<file path="src/rtl/b2x_seq.sv">
// b2x_seq: sequential binary -> multi-digit Excess-3 encoder.
// Iterative double-dabble, one input bit per clock, MSB first, with a
// valid/ready handshake on both sides and an overflow flag for values that
// do not fit in DIGITS decimal digits.
// Optional build macro: B2X_SAT_EN -- when defined, an overflowing value
// saturates op to all nines (4'hC per digit). When undefined, it wraps
// modulo 10^DIGITS. invalid is raised in both cases.
module b2x_seq #(
  parameter int WIDTH  = 8,
  parameter int DIGITS = 2
) (
  input  logic                  clk,
  input  logic                  rst,
  input  logic                  in_valid,
  output logic                  in_ready,
  input  logic [WIDTH-1:0]      inp,
  output logic                  out_valid,
  input  logic                  out_ready,
  output logic [4*DIGITS-1:0]   op,
  output logic                  invalid
);

  localparam int BW = 4 * DIGITS;
  localparam int CW = $clog2(WIDTH + 1);
  localparam logic [CW-1:0] CNT_LOAD = CW'(WIDTH);
  localparam logic [CW-1:0] CNT_ONE  = CW'(1);

  typedef enum logic [1:0] {
    S_IDLE = 2'd0,
    S_CONV = 2'd1,
    S_DONE = 2'd2
  } state_t;

  state_t            r_state;
  state_t            w_next;

  logic [WIDTH-1:0]  r_sh;      // remaining input bits, MSB consumed first
  logic [BW-1:0]     r_bcd;     // BCD accumulator (truncated to DIGITS digits)
  logic [CW-1:0]     r_cnt;     // steps still to perform
  logic              r_ovf;     // any carry lost out of the top digit
  logic [BW-1:0]     r_op;
  logic              r_inv;
  logic              r_out_valid;

  logic [BW-1:0]     w_adj;     // accumulator after the add-3 correction
  logic [BW-1:0]     w_e3;      // accumulator converted to Excess-3
  logic [BW-1:0]     w_res;     // value presented on op at DONE entry
  logic [BW-1:0]     w_bcd_nxt;
  logic [WIDTH-1:0]  w_sh_nxt;
  logic              w_carry;
  logic              w_accept;
  logic              w_step;
  logic              w_conv_end;
  logic              w_out_hs;

  // Per-digit correction and Excess-3 bias. Digits never exceed 9, so a
  // digit >=5 becomes 8..12 and its MSB is the decimal carry after the shift.
  for (genvar g = 0; g < DIGITS; g++) begin : g_dig
    assign w_adj[4*g +: 4] = (r_bcd[4*g +: 4] >= 4'd5) ? (r_bcd[4*g +: 4] + 4'd3)
                                                       :  r_bcd[4*g +: 4];
    assign w_e3[4*g +: 4]  = r_bcd[4*g +: 4] + 4'd3;
  end

  // One double-dabble step: shift {adjusted bcd, shreg} left by one.
  assign w_bcd_nxt = {w_adj[BW-2:0], r_sh[WIDTH-1]};
  assign w_sh_nxt  = r_sh << 1;
  assign w_carry   = w_adj[BW-1];

`ifdef B2X_SAT_EN
  assign w_res = r_ovf ? {DIGITS{4'hC}} : w_e3;
`else
  assign w_res = w_e3;
`endif

  assign w_accept   = in_valid && (r_state == S_IDLE);
  assign w_step     = (r_state == S_CONV) && (r_cnt != '0);
  assign w_conv_end = (r_state == S_CONV) && (r_cnt == '0);
  assign w_out_hs   = r_out_valid && out_ready;

  assign in_ready  = (r_state == S_IDLE);
  assign out_valid = r_out_valid;
  assign op        = r_op;
  assign invalid   = r_inv;

  // State register.
  always_ff @(posedge clk or posedge rst) begin
    if (rst) r_state <= S_IDLE;
    else     r_state <= w_next;
  end

  // Next-state logic: accept -> WIDTH steps -> one cycle to publish -> hold.
  always_comb begin
    w_next = r_state;
    case (r_state)
      S_IDLE:  if (w_accept)      w_next = S_CONV;
      S_CONV:  if (r_cnt == '0)   w_next = S_DONE;
      S_DONE:  if (w_out_hs)      w_next = S_IDLE;
      default:                    w_next = S_IDLE;
    endcase
  end

  // Conversion datapath: load on accept, then one bit per cycle.
  always_ff @(posedge clk or posedge rst) begin
    if (rst) begin
      r_sh  <= '0;
      r_bcd <= '0;
      r_cnt <= '0;
      r_ovf <= 1'b0;
    end else if (w_accept) begin
      r_sh  <= inp;
      r_bcd <= '0;
      r_cnt <= CNT_LOAD;
      r_ovf <= 1'b0;
    end else if (w_step) begin
      r_sh  <= w_sh_nxt;
      r_bcd <= w_bcd_nxt;
      r_cnt <= r_cnt - CNT_ONE;
      r_ovf <= r_ovf | w_carry;
    end
  end

  // Output registers: published on DONE entry, held until the handshake;
  // op/invalid keep their last value after out_valid drops.
  always_ff @(posedge clk or posedge rst) begin
    if (rst) begin
      r_op        <= '0;
      r_inv       <= 1'b0;
      r_out_valid <= 1'b0;
    end else if (w_conv_end) begin
      r_op        <= w_res;
      r_inv       <= r_ovf;
      r_out_valid <= 1'b1;
    end else if (w_out_hs) begin
      r_out_valid <= 1'b0;
    end
  end

endmodule

</file>
<file path="config.mk">
export PLATFORM = sky130hd
export DESIGN_NAME = b2x_seq
export DESIGN_NICKNAME = d
export VERILOG_FILES = /design/src/rtl/b2x_seq.sv
export SDC_FILE = /design/constraint.sdc
export NUM_CORES = 1
export LEC_CHECK = 0
export CORE_MARGIN = 2
export CORE_UTILIZATION = 55
export DETAILED_ROUTE_END_ITERATION = 12
export PLACE_DENSITY = 0.81
export SETUP_SLACK_MARGIN = 0.05
export SLEW_MARGIN = 25
export SYNTH_ARGS = -nofsm -noshare
export SYNTH_HDL_FRONTEND = slang
export SYNTH_SLANG_ARGS = --single-unit
export TNS_END_PERCENT = 5
</file>
<file path="constraint.sdc">
create_clock -name clk -period 4.2 [get_ports clk]
set_clock_uncertainty 0.15 [all_clocks]
set_input_delay 1.05 -clock clk [delete_from_list [all_inputs] [get_ports clk]]
set_output_delay 1.05 -clock clk [all_outputs]
set_load 0.01 [all_outputs]
</file>
# --- After elaboration in Yosys (flattened, before gate mapping) ---
# Cells that the tools add are included.
classes:
  reduce_logical: 10
  eq_ne: 5
  n_bitwise: 1
  magnitude_cmp: 2
  addsub: 3
  mux: 16
ops:
  columns: ["cell", "n"]
  rows:
  - ["$mux W8", 4]
  - ["$mux W4", 4]
  - ["$add A4 B2 Y4 const B", 2]
  - ["$ge A4 B3 Y1 const B", 2]
  - ["$mux W2", 3]
  - ["$pmux W2 S3", 1]
  - ["$logic_and A1 B1 Y1", 4]
  - ["$logic_not A4 Y1", 1]
  - ["$mux W1", 4]
  - ["$ne A2 B1 Y1 const B", 2]
  - ["$reduce_bool A2 Y1", 2]
  - ["$reduce_bool A4 Y1", 1]
  - ["$sub A4 B1 Y4 const B", 1]
  - ["$reduce_and A3 Y1", 1]
  - ["$eq A2 B1 Y1 const B", 1]
  - ["$eq A2 B2 Y1 const B", 1]
  - ["$logic_not A2 Y1", 1]
  - ["$ne A2 B2 Y1 const B", 1]
  - ["$or A1 B1 Y1", 1]
word_totals:
  register_bits: 33
  out_inout_bits: 11
  inputBits: 12
  wordCells: 45

# --- Depth between registers and ports, before layout ---
# Gate-level depths: netlist of the first run.
logic_depth:
  word_depth: 5
  ltp_mapped: 8
  ltp_nobuf: 6

# --- Least setup slack after synthesis of the first run ---
# OpenSTA, ideal clock, no wires.
synth_path:
  path_kind: "input-to-reg"
  start: "input port in_valid"
  end: "register r_bcd[4]"
  required_ps: 3955
  stages: 4
  setup_slack_ps: 2287
  arrival_ps: 1668
  setup_time_ps: 95
  n_path_buf: 1
  cell_sequence: "nand2_1 > clkbuf_1 > nand3_1 > o31ai_1"
synth_between:
  elab_chain_cells: 2
  elab_cells_between_ends: 3
  classes_between: "1 x mux; 2 x reduce/logical"
synth_rtl:
  columns: ["element", "line", "rtl"]
  rows:
  - ["from (decl)", "14", "input logic in_valid,"]
  - ["$logic_and A1 B1 Y1 *", "75", "assign w_accept = in_valid && (r_state == S_IDLE);"]
  - ["$mux W8 / $reduce_bool A2 Y1 (equally long branches)", null, null]
  - ["to (signal assigned)", "116", "r_bcd <= w_bcd_nxt;"]
  - ["to (decl)", "38", "logic [BW-1:0] r_bcd;"]
# Mark *: on every way between the ends. The rest lies on a longest branch, timed or not.
# A chain may end at the register's enable or synchronous reset.

# --- Final worst setup path of the first run ---
layout_path:
  start: "register r_state[0]"
  end: "output port in_ready"
layout_between:
  elab_chain_cells: 1
layout_rtl:
  columns: ["element", "line", "rtl"]
  rows:
  - ["from (decl)", "34", "state_t r_state;"]
  - ["from (signal assigned)", "88", "else r_state <= w_next;"]
  - ["$logic_not A2 Y1", "80", "assign in_ready = (r_state == S_IDLE);"]
  - ["to (decl)", "15", "output logic in_ready,"]
# No other way between the ends.

==> qor.yml, run 1 <==
outcome: "finished clean"
drv_cap: 0
rows: 19
netlist_area_sq_um: 1570
die_h_microns: 57.5
ys_seq_elements: 33
worst_pin_slew_ps: 752
wire_per_inst_microns: 13.7
drt_wl_total_microns: 2950
synth_warnings: 0
grt_first_pass_wirelength_microns: 5180
max_freq_mhz: 377
cts_sinks: 33
leakage_nw: 0.853
post_cts.repair.setup_buffers: 0
clock_path_buffers: 2
end_kind: "output pin"
worstSetupStartpointType: "flop"
synth_cells: 162
cts_tree: "yes"
htreeDepth: 2
root_buffer: "clkbuf_4"
crit_required_ps: 3000
worst_slack_ps: 1550
die_w_microns: 57.5
place_hpwl_microns: 2050
postCtsHoldBufs: 0
io_pins: 23
stdcell_area_sq_um: 1850
dieArea_sq_um: 3300
preCtsSetupSlack_ps: 1650
synth_fp_nets: 180
core_area_sq_um: 2730
slew_violations: 0
fillers: 210
mostFrequentLayoutCell: "dfrtp_1"
insertedDiodeCount: 0
final_antenna_net_count: 0
drc: 0
worstPathMaxFanout: 3
cts_resized: 0
ys_types: 28
slew_headroom: 0.497
layout_common_cells: "dfrtp_1 (33), nand2_1 (32), nand3_1 (23), clkdlybuf4s50_1 (22), o21ai_0 (19)"
path_buf_inv: 1
period_share: 0.631
path_delay_family: "buffers and inverters"
start_util: 0.575
clk-insertion-delay-late_ps: 340
syn_area_per_cell_sq_um: 9.70
drive_gt1_frac: 0.0757
grt_max_degree: 34
grt_pass1_vias: 1230
setup_viol: 0
grt_usage: 0.206
critical_path_class: "reg2out"
path_clk_slew_ps: 100
slowest_delay_ps: 560
drt_iter0_drc: 30
max-vdd-ir-drop_mv: 0.529
hold_class: "reg2reg"
fin_tns_setup_ps: 0
placed_area_sq_um: 1780
via_per_inst: 5.59
nNetsFinal: 202
power_density_nw_per_um2: 778
area_delta_synth_final_pct: 17.4
grt_overflow_total: 0
grt_antenna_before_repair: 0
crit_chain: "nor2_1, clkdlybuf4s50_1"
cp.arrival_ps: 1450
portBuffers: 22
hold_violations: 0
place_congestion: 0.723
vias: 1208
ys_seq_area_frac: 0.525
dr.pass1.iters: 4
min_period_ps: 2650
worst_path_max_delay_cell: "clkdlybuf4s50_1"
rsz0062_at_grt: "no"
cts_inserted_buffers: 5
-- per-layer routing --
| layer | track usage | vias up | part of all wire |
|---|---|---|---|
| li1 | - | 590 | - |
| met4 | 0.0864 | 0 | 0.021 |
| met3 | 0.0658 | 9 | 0.052 |
| met5 | 0 | - | 0 |
| met1 | 0.227 | 577 | 0.41 |
| met2 | 0.362 | 32 | 0.52 |
-- per-stage QoR --
step	std cells	util	power, mW	hold slack [ps]
after floorplan	162	-	1.06	308
after global placement	208	0.649	1.19	312
after detailed placement	208	0.649	1.24	319
after CTS	216	0.675	1.44	342
after global routing	216	0.675	1.56	367
final	216	0.675	1.43	336
-- synthesized netlist by cell type --
cell type   n  area, sq um
a21oi_1     3         15.0
o21ai_0    19         95.1
xor2_1      4         35.0
o31ai_1     1         7.51
nor2_1      3         11.3
mux2i_1     1         10.0
nand3_1    23          115
o21a_1      1         7.51
mux2_2      3         33.8
ha_1        6         75.1
buf_2       2         10.0
a22oi_1     1         7.51
nand2_1    32          120
nor2b_1     1         6.26
or3b_4      1         11.3
a32o_1      2         20.0
nand3b_1    1         7.51
a211oi_1    1         7.51
buf_6       4         45.0
dfrtp_1    33          826
inv_1       8         30.0
xnor2_1     2         17.5
nand2b_1    3         18.8
and2_1      1         6.26
a31oi_1     1         6.26
clkbuf_1    2         7.51
nor3_1      2         10.0
and2_4      1         8.76
-- worst register-to-register path: cells and delay by family, from the launching register on --
kind	cells	cell delay [ps]
simple gates	3	1120
flops	1	420
fa+ha+maj	1	160
compound gates	1	200
buf+inv	1	100
-- report_power, final --
part           total (mW)  internal (mW)  switching [mW]
logic               0.673          0.304           0.369
clock network       0.204         0.0969           0.107
registers           0.558          0.460          0.0980
-- path summary, 6_finish.rpt --
check	startpoint	endpoint	slack [ps]	cells past startpoint
max in group asynchronous	rst	r_bcd[6]	2670	3
max	r_state[0]	in_ready	1550	2
min reg2reg	op[3]	op[3]	340	2
min	op[3]	op[3]	340	2
max reg2reg	r_cnt[0]	r_ovf	1960	6
min in group asynchronous	rst	r_sh[3]	920	3
-- sequential cells by signal (all words and copies together), names as in the netlist --
register   cells
op             8
r_bcd          8
r_sh           8
r_cnt          4
r_state        2
invalid        1
out_valid      1
r_ovf          1
-- layout make-up --
| cell class | count | area, sq um | share of cell area |
|---|---|---|---|
| tap | 31 | 38.8 | 0.0210 |
| multi-input combinational | 113 | 653 | 0.354 |
| sequential | 33 | 826 | 0.447 |
| timing repair buffer | 23 | 228 | 0.123 |
| clock inverter | 1 | 5.00 | 0.00271 |
| clock buffer | 7 | 65.1 | 0.0353 |
| inverter | 8 | 30.0 | 0.0163 |
-- kinds of logic (layout without fill, tap and decap cells) --
logic type | count (synthesis) | in the layout | synth area share
simple gates | 68 | 68 | 0.201
flops | 33 | 33 | 0.525
compound gates | 29 | 29 | 0.106
buf+inv | 16 | 39 | 0.0589
fa+ha+maj | 6 | 6 | 0.0478
xor+xnor | 6 | 6 | 0.0334
mux | 4 | 4 | 0.0279
No activity file was read; power rests on OpenSTA's default activity.
==> run 2: changes to the inputs <==
- CORE_UTILIZATION: 55 -> 53
- PLACE_DENSITY: 0.81 -> 0.78
- clock period: 4.2 -> 2.74 ns (I/O delays scaled with it)
==> qor.yml, run 2 (same netlist as run 1, synthesis figures left out) <==
hold_violations: 0
core_area_sq_um: 2780
drc: 0
grt_busiest_layer: "met2"
min_period_ps: 2330
io_pins: 23
hold_class: "reg2reg"
worstPathMaxFanout: 3
end_kind: "output pin"
final_util: 0.666
cts_sinks: 33
dr.pass1.iters: 4
fillers: 230
cts_inserted_buffers: 5
rsz0062_at_grt: "no"
setup_viol: 0
power_frac_clock: 0.139
cts_tree: "yes"
worst_pin_slew_ps: 581
grt_antenna_before_repair: 0
nNetsFinal: 203
htreeDepth: 2
root_buffer: "clkbuf_4"
grt_overflow_total: 0
swShare: 0.395
rows: 19
power_density_nw_per_um2: 1180
drive_gt1_frac: 0.0806
grt_util_met2: 0.313
die_w_microns: 58.5
p_int_mw: 1.33
worstSetupStartpointType: "flop"
place_congestion: 0.758
post_cts.repair.setup_buffers: 0
grt_max_degree: 34
slew_violations: 0
grt_usage: 0.197
via_per_inst: 5.51
critical_path_class: "reg2out"
dieArea_sq_um: 3420
hp-start: "op[0]"
grt_first_pass_wirelength_microns: 4990
cts_resized: 0
finalPower_mw: 2.20
switchingPower_mw: 0.868
mostFrequentLayoutCell: "dfrtp_1"
wire_per_inst_microns: 13.1
period_share: 0.849
vias: 1196
start_util: 0.565
fin_tns_setup_ps: 0
portBuffers: 22
die_h_microns: 58.5
slew_headroom: 0.612
layout_common_cells: "dfrtp_1 (33), nand2_1 (32), nand3_1 (23), clkdlybuf4s50_1 (22), o21ai_0 (19)"
postCtsHoldBufs: 0
max_freq_mhz: 430
clk-insertion-delay-late_ps: 330
clock_path_buffers: 2
p_seq_frac: 0.390
p_comb_frac: 0.470
drt_iter0_drc: 40
drt_wl_total_microns: 2850
crit_path_start: "r_state[0]"
stdcell_count: 217
use_met3: 0.0484
drv_cap: 0
outcome: "finished clean"
grt_pass1_vias: 1103
leakage_nw: 0.858
dp_cells: 209
insertedDiodeCount: 0
hold_ws_ps: 331
place_hpwl_microns: 2000
cp.arrival_ps: 1490
grtUsageMet1: 0.246
path_clk_slew_ps: 100
final_antenna_net_count: 0
max-vdd-ir-drop_mv: 0.719
crit_required_ps: 1900
area_delta_synth_final_pct: 17.9
r2r-start: "r_cnt[0]"
run 2: changes by cell type in the layout (fill, tap and decap cells not counted), sizes merged:
cell,before,now
buf,1,2
run 2: layer usage:
metal | wire (microns) | up-vias | share of wire
met2 | 1290 | 41 | 0.45
met4 | 74 | 0 | 0.026
li1 | - | 594 | -
met3 | 136 | 9 | 0.048
met1 | 1350 | 552 | 0.47
met5 | 0 | - | 0
run 2: final timing paths:
path                        endpoint  slack [ps]  depth (start not counted)
max                         in_ready         410                          2
min                            op[0]         330                          2
max reg2reg                  r_sh[1]         610                          7
min reg2reg                    op[0]         330                          2
max in group asynchronous  out_valid        1570                          3
min in group asynchronous    r_sh[1]         580                          3
run 2: area by class of cell:
type | instances | area, sq um | share of cell area
clock buffer | 7 | 65.1 | 0.0351
clock inverter | 1 | 5.00 | 0.00270
inverter | 8 | 30.0 | 0.0162
multi-input combinational | 113 | 653 | 0.352
sequential | 33 | 826 | 0.446
tap | 31 | 38.8 | 0.0209
timing repair buffer | 24 | 235 | 0.127
run 2: critical path, cell delays in order (launching register included):
cell and delay (ps):
dfrtp_1 400, nor2_1 200, clkdlybuf4s50_1 570
run 2: through the flow:
| stage | area [sq um] | worst slack, ps |
|---|---|---|
| 6_report | 1850 | 415 |
| 4_1_cts | 1850 | 401 |
| 3_5_place_dp | 1780 | 528 |
| 2_1_floorplan | 1570 | 891 |
| 5_1_grt | 1850 | 353 |
| 3_3_place_gp | 1780 | 593 |
run 2: power by group through the flow:
stage	logic (mW)	clock network (mW)	registers [mW]
final	1.03	0.305	0.857
after global routing	1.18	0.336	0.888
after CTS	1.05	0.316	0.856
after detailed placement	1.04	0	0.866
after global placement	0.991	0	0.851
after floorplan	0.759	0	0.861
